$ cat config.mk
export PLATFORM = sky130hd
export DESIGN_NAME = xswitch_egress_port
export DESIGN_NICKNAME = d
export VERILOG_FILES = /design/src/rtl/xswitch_egress_port.sv
export SDC_FILE = /design/constraint.sdc
export NUM_CORES = 1
export LEC_CHECK = 0
export ABC_CLOCK_PERIOD_IN_PS = 6900
export CORE_ASPECT_RATIO = 0.5
export CORE_MARGIN = 3
export CORE_UTILIZATION = 60
export CTS_CLUSTER_DIAMETER = 30
export DETAILED_ROUTE_END_ITERATION = 8
export DONT_BUFFER_PORTS = 1
export PLACE_DENSITY = 0.76
export SLEW_MARGIN = 25
export SYNTH_ARGS = -nofsm -noshare
export SYNTH_HDL_FRONTEND = slang
export SYNTH_SLANG_ARGS = --single-unit
export TNS_END_PERCENT = 50
$ cat constraint.sdc
create_clock -name clk -period 6.9 [get_ports clk]
set_clock_uncertainty 0.05 [all_clocks]
set_input_delay 1.38 -clock clk [delete_from_list [all_inputs] [get_ports clk]]
set_output_delay 1.38 -clock clk [all_outputs]
set_load 0.03 [all_outputs]
$ cat src/rtl/xswitch_egress_port.sv
// xswitch_egress_port: drains one switch port, filters by own address, buffers in a FIFO, counts rx/misroutes
module xswitch_egress_port #(
    parameter int DATA_W = 16,
    parameter int ADDR_W = 16,
    parameter int DEPTH  = 4
) (
    input  logic                   clk,
    input  logic                   reset,
    input  logic [ADDR_W-1:0]      own_addr,
    input  logic                   port_en,
    input  logic                   data_rdy,
    input  logic [DATA_W-1:0]      data_out,
    input  logic [ADDR_W-1:0]      addr_out,
    output logic                   rd_en,
    output logic [DATA_W-1:0]      m_data,
    output logic [ADDR_W-1:0]      m_addr,
    output logic                   m_valid,
    input  logic                   m_ready,
    output logic [$clog2(DEPTH):0] fifo_cnt,
    output logic [15:0]            rx_cnt,
    output logic [7:0]             misroute_cnt
);
    localparam int PW = $clog2(DEPTH);
    localparam int CW = PW + 1;
    typedef enum logic [1:0] {IDLE, RD, CAP} state_t;
    state_t state_q, state_d;
    logic rd_en_q, rd_en_d;
    logic [PW-1:0] wr_ptr_q, wr_ptr_d, rd_ptr_q, rd_ptr_d, head;
    logic [CW-1:0] cnt_q, cnt_d;
    logic [15:0] rx_q, rx_d;
    logic [7:0] mis_q, mis_d;
    logic [DATA_W-1:0] dmem_q [DEPTH];
    logic [DATA_W-1:0] dmem_d [DEPTH];
    logic [ADDR_W-1:0] amem_q [DEPTH];
    logic [ADDR_W-1:0] amem_d [DEPTH];
    logic cap, match, push, pop, go;
    assign cap = state_q == CAP;
    assign match = addr_out == own_addr;
    assign push = cap && match;
    assign m_valid = cnt_q != '0;
    assign pop = m_valid && m_ready;
    // credit check counts the capture in progress but never a same-edge pop
    assign go = port_en && data_rdy && (cnt_q + CW'(push) < CW'(DEPTH));
    // while empty, point one slot behind the read pointer so the last popped word stays visible
    assign head = m_valid ? rd_ptr_q : rd_ptr_q - PW'(1);
    assign m_data = dmem_q[head];
    assign m_addr = amem_q[head];
    assign rd_en = rd_en_q;
    assign fifo_cnt = cnt_q;
    assign rx_cnt = rx_q;
    assign misroute_cnt = mis_q;
    // next-state: read sequencing, FIFO bookkeeping and counters
    always_comb begin
        state_d = state_q == RD ? CAP : go ? RD : IDLE;
        rd_en_d = state_d == RD;
        wr_ptr_d = push ? wr_ptr_q + PW'(1) : wr_ptr_q;
        rd_ptr_d = pop ? rd_ptr_q + PW'(1) : rd_ptr_q;
        cnt_d = cnt_q + CW'(push) - CW'(pop);
        rx_d = push ? rx_q + 16'd1 : rx_q;
        mis_d = (cap && !match && mis_q != 8'hFF) ? mis_q + 8'd1 : mis_q;
        dmem_d = dmem_q;
        amem_d = amem_q;
        if (push) begin
            dmem_d[wr_ptr_q] = data_out;
            amem_d[wr_ptr_q] = addr_out;
        end
    end
    // state register; reset drops any word in flight
    always_ff @(posedge clk) begin
        if (reset) begin
            state_q <= IDLE;
            rd_en_q <= 1'b0;
            wr_ptr_q <= '0;
            rd_ptr_q <= '0;
            cnt_q <= '0;
            rx_q <= '0;
            mis_q <= '0;
            dmem_q <= '{default: '0};
            amem_q <= '{default: '0};
        end else begin
            state_q <= state_d;
            rd_en_q <= rd_en_d;
            wr_ptr_q <= wr_ptr_d;
            rd_ptr_q <= rd_ptr_d;
            cnt_q <= cnt_d;
            rx_q <= rx_d;
            mis_q <= mis_d;
            dmem_q <= dmem_d;
            amem_q <= amem_d;
        end
    end
endmodule
# Word-level counts from Yosys, hierarchy flattened
# Cells that the tools add are included.
word_totals:
  reg_bits: 162
  input_bits: 53
  out_inout_bits: 61
  elab_cells: 55
classes:
  n_addsub: 7
  magnitude_cmp: 4
  n_eq_ne: 5
  n_mux: 13
  bitwise: 2
  reduce_logical: 9
ops:
  columns: ["cell", "n"]
  rows:
  - ["bitwise mux 64 bit", 2]
  - ["two-way mux 16 bit", 5]
  - ["binary-select mux 16 bit (select 2 bit)", 2]
  - ["demux 16 bit (select 2 bit)", 1]
  - ["adder 16 x 1 -> 16 bit, second input constant", 1]
  - ["equality test 16 bit", 1]
  - ["adder 8 x 1 -> 8 bit, second input constant", 1]
  - ["inequality test 8 bit, second input constant", 1]
  - ["logical AND 1 bit", 7]
  - [">= comparator 3 bit, second input constant", 2]
  - ["inverter 2 -> 3 bit", 2]
  - ["adder 2 x 1 -> 2 bit, second input constant", 2]
  - ["equality test 2 x 1 -> 1 bit, second input constant", 2]
  - ["two-way mux 2 bit", 2]
  - ["adder 3 x 1 -> 3 bit", 1]
  - ["< comparator 3 x 1 -> 1 bit, second input constant", 1]
  - ["< comparator 3 bit, second input constant", 1]
  - ["nonzero test 3 bit", 1]
  - ["subtractor 3 x 1 -> 3 bit", 1]
  - ["equality test 2 bit, second input constant", 1]
  - ["subtractor 2 x 1 -> 2 bit, second input constant", 1]
  - ["logical NOT 1 bit", 1]
  - ["two-way mux 1 bit", 1]

# Depth between registers and ports, before layout
depth:
  depth_word: 8
  mapped_depth: 11
  ltp_nobuf: 10

# Least setup slack after synthesis
# Ideal clock, no wire load.
synth_path:
  kind: "register to output"
  start: "register cnt_q[1], in the netlist fifo_cnt[1]"
  end: "output m_addr[11]"
  arrival_ps: 2393
  t_required_ps: 5470
  slack_ps: 3077
  path_stages_with_launch: 6
  n_path_buf: 2
  cell_sequence: "dfxtp_1 or3_1 clkbuf_1 xor2_1 buf_2 mux4_2"
synth_between:
  elab_chain_cells: 6
synth_lines:
  columns: ["element", "line", "rtl"]
  rows:
  - ["start: declaration", "29", "logic [CW-1:0] cnt_q, cnt_d;"]
  - ["start signal: assignment", "85", "cnt_q <= cnt_d;"]
  - ["nonzero test 3 bit", "40", "assign m_valid = cnt_q != '0;"]
  - ["net m_valid", "17", "output logic m_valid,"]
  - ["two-way mux 2 bit", "45", "assign head = m_valid ? rd_ptr_q : rd_ptr_q - PW'(1);"]
  - ["inverter 2 -> 3 bit (implied by the code)", "47", "assign m_addr = amem_q[head];"]
  - ["binary-select mux 16 bit (select 2 bit)", "47", null]
  - ["two-way mux 16 bit (implied by the code) (2 in series)", "47", null]
  - ["end: declaration", "16", "output logic [ADDR_W-1:0] m_addr,"]
# The timed path passes the listed nets, and every way through them passes these cells. The select of a mux whose other input is x is not followed.

# Worst setup path after layout
layout_path:
  start: "register cnt_q[1], in the netlist fifo_cnt[1]"
  end: "output m_data[3]"
layout_between:
  elab_chain_cells: 6
layout_lines:
  columns: ["element", "line", "rtl"]
  rows:
  - ["nonzero test 3 bit", "40", null]
  - ["net m_valid", "17", null]
  - ["two-way mux 2 bit", "45", null]
  - ["inverter 2 -> 3 bit (implied by the code)", "46", "assign m_data = dmem_q[head];"]
  - ["binary-select mux 16 bit (select 2 bit)", "46", null]
  - ["two-way mux 16 bit (implied by the code) (2 in series)", "46", null]
  - ["end: declaration", "15", "output logic [DATA_W-1:0] m_data,"]
# The timed path passes the listed nets, and every way through them passes these cells. The select of a mux whose other input is x is not followed.

==> metrics.cfg <==
[worst_setup_path]
reg2reg_depth = 5
path_class = reg2out
worstPathArrival_ns = 3.11
cpLargestDelayFamily = simple AND/OR/NAND/NOR gates
critPathMaxStageDelay_ns = 0.70
rr_endpoint = amem_q[35]
crit_path_cell_trace = or3_1 > nor2_2 > xnor2_4 > buf_4 > mux4_2
cp_max_fo = 32
cp.required_ns = 5.47
startpoint_type = flop
r2r_start = state_q[0]
endpoint_kind = output pin
slowest_stage = mux4_2
startpoint = fifo_cnt[1]
reg2reg_slack_ns = 4.33
worst-path-buf-inv = 1
worstSetupPathDepth = 5
cp-endpoint = m_data[3]

[die]
die_w_um = 166
die_area_mm2 = 0.0144
io_pins = 114
die_y_um = 86.2
start_util_pct = 63.4
core_mm2 = 0.0122
rows = 28

[timing]
hold_violations = 0
finalMaxSlewViolations = 0
period_share_pct = 65.7
worstMarginPinSlew_ns = 1.00
rsz0062_at_grt = false
max_freq_ghz = 0.220
min_period_ns = 4.54
layout_setup_ws_ns = 2.36
fin_tns_setup_ns = 0
maxSlewHeadroom_pct = 33.3
setup_violations = 0
holdWs_ns = 0.419

[route]
firstDrtPassIters = 5
wl_per_cell_um = 20.2
drt-initial-drc-count = 400
ant_nets = 0
num_vias = 5588
drc_errors = 0
vias_per_cell = 6.24
routed_wl_mm = 18.1

[placed_design]
dp_slack_ns = 2.38
dp_hpwl_mm = 11.1
dpl.cell_count = 864
globalplace.congestion = 0.739
io_buffers = 0

[final_layout]
area_growth_pct = 8.41
fin_cells = 896
drive_above_1_share_pct = 12.7
nNetsFinal = 781
fillCellCount = 974
final_cell_mix = 161 x dfxtp_1, 131 x nand2b_1, 97 x mux2i_1
layout_commonest_cell = dfxtp_1
diodes = 0

[pwr]
p_leak_nw = 3.42
combPwrFrac_pct = 15.6
switching_share_pct = 27.2
power_density_mw_per_mm2 = 268
p_total_mw = 2.24
p_clk_share_pct = 42.0
p_int_mw = 1.63
p_sw_mw = 0.610
seqPwrFrac_pct = 42.4
ir_drop_uv = 187

[worst_hold_path]
min_from = amem_q[48]
min_path_type = reg2reg

[synthesis]
synth_top_area_share_pct = 41.7
synth_edf_count = 0
syn-instance-count = 755
yosys_warnings = 0
synth_seq_cells = 161
synth_top_family_by_area = multiplexers
muxShareOfSynthArea_pct = 22.8
synth_area_mm2 = 0.00772
synth_nets = 818
synth_compound_area_share_pct = 7.06
yosys.cell_types.count = 36
synthTopCellsByArea = dfxtp_1 42%, mux2i_1 13%, nand2b_1 11%
seq_area_frac_synth_pct = 41.7
synth-simple-area-share_pct = 20.3
syn_area_per_cell_um2 = 10.2
synthAdderAreaFrac_pct = 1.62
async_flop_share_pct = 0
synthXorXnorAreaFrac_pct = 2.59
ys.flop_type = dfxtp_1
synth_top_area_cell = dfxtp_1

[clock_network]
cts_resized = 0
cts_tree = done
clockRootBuffer = clkbuf_16
cts-htree-levels = 4
postCtsSetupRepairBufs = 0
cts_hold_buf = 0
clk_transition_reported_paths_ns = 0.07
worstSkewPairLatency_ns = 0.41
cts_buffers = 17
clock_sinks = 161
clockBufferDepth = 2

[flow_run]
drv_cap = 0

[global_route]
grt_usage_pct = 25.1
grt_max_degree = 201
grt_first_pass_wirelength_mm = 28.9
gr-total-overflow = 0
grt_pass1_vias = 5477
antenna_found_initial = 0

[status]
outcome = completed

-- worst reg2reg max path, delay by kind of cell, from the launching register on --
kind / cells / cell delay (ns)
buffers and inverters: 2 / 0.97
and+or+nand+nor: 2 / 0.79
muxes: 1 / 0.24
DFF: 1 / 0.44
-- logic make-up after synthesis --
group,count (synthesis)
simple gates,253
flops,161
mux,135
compound gates,102
buf+inv,72
xor+xnor,22
fa+ha+maj,10
-- cells in the mapped netlist, drive strengths merged (12+ instances only) --
library cell	n
mux2i	97
mux4	32
xor2	19
dfxtp	161
nand4	43
or4	12
nand2b	131
buf	23
nand3	13
o21ai	38
a21oi	51
o31ai	12
clkbuf	42
nor2	17
-- metrics by stage --
step           utilization, %  cell area, µm²
2_1_floorplan               -            7720
3_3_place_gp             63.8            7780
3_5_place_dp             63.8            7780
4_1_cts                  68.7            8370
5_1_grt                  68.7            8370
6_report                 68.7            8370
-- sequential cells by signal (all words and copies together) (netlist names) --
signal / cells
rd_ptr_q: 2
wr_ptr_q: 2
misroute_cnt: 8
state_q: 2
dmem_q: 64
rx_cnt: 16
amem_q: 64
fifo_cnt: 3
-- area by class of cell --
class	count	area, µm²	area share [%]
clock buffer	18	439	5.24
clock inverter	14	154	1.84
inverter	7	26.3	0.314
multi-input combinational	522	4260	50.8
sequential	161	3220	38.5
tap	165	206	2.47
timing repair buffer	9	67.6	0.807
-- how the worst min path moves through the flow --
stage | endpoint | slack [ns] | cells past startpoint
final | amem_q[48] | 0.42 | 2
after global routing | amem_q[40] | 0.44 | 2
after CTS | dmem_q[51] | 0.42 | 2
after detailed placement | dmem_q[51] | 0.41 | 2
after global placement | dmem_q[50] | 0.40 | 2
after floorplan | amem_q[48] | 0.40 | 2
-- layer usage --
layer | up-vias | routed length [µm] | GRT usage, %
met2 | 163 | 8300 | 39.9
met5 | - | 0 | 0
li1 | 2628 | - | -
met1 | 2785 | 8170 | 33.8
met4 | 0 | 119 | 5.76
met3 | 12 | 1490 | 8.20
-- power by group through the flow --
stage / clock network [mW] / registers (mW) / logic [mW]
2_1_floorplan: 0 / 0.969 / 0.299
3_5_place_dp: 0 / 0.973 / 0.355
4_1_cts: 0.957 / 0.951 / 0.355
6_report: 0.943 / 0.951 / 0.350
5_1_grt: 1.00 / 0.952 / 0.383
3_3_place_gp: 0 / 0.972 / 0.354
Note: power is estimated with default switching activity, not from simulation.
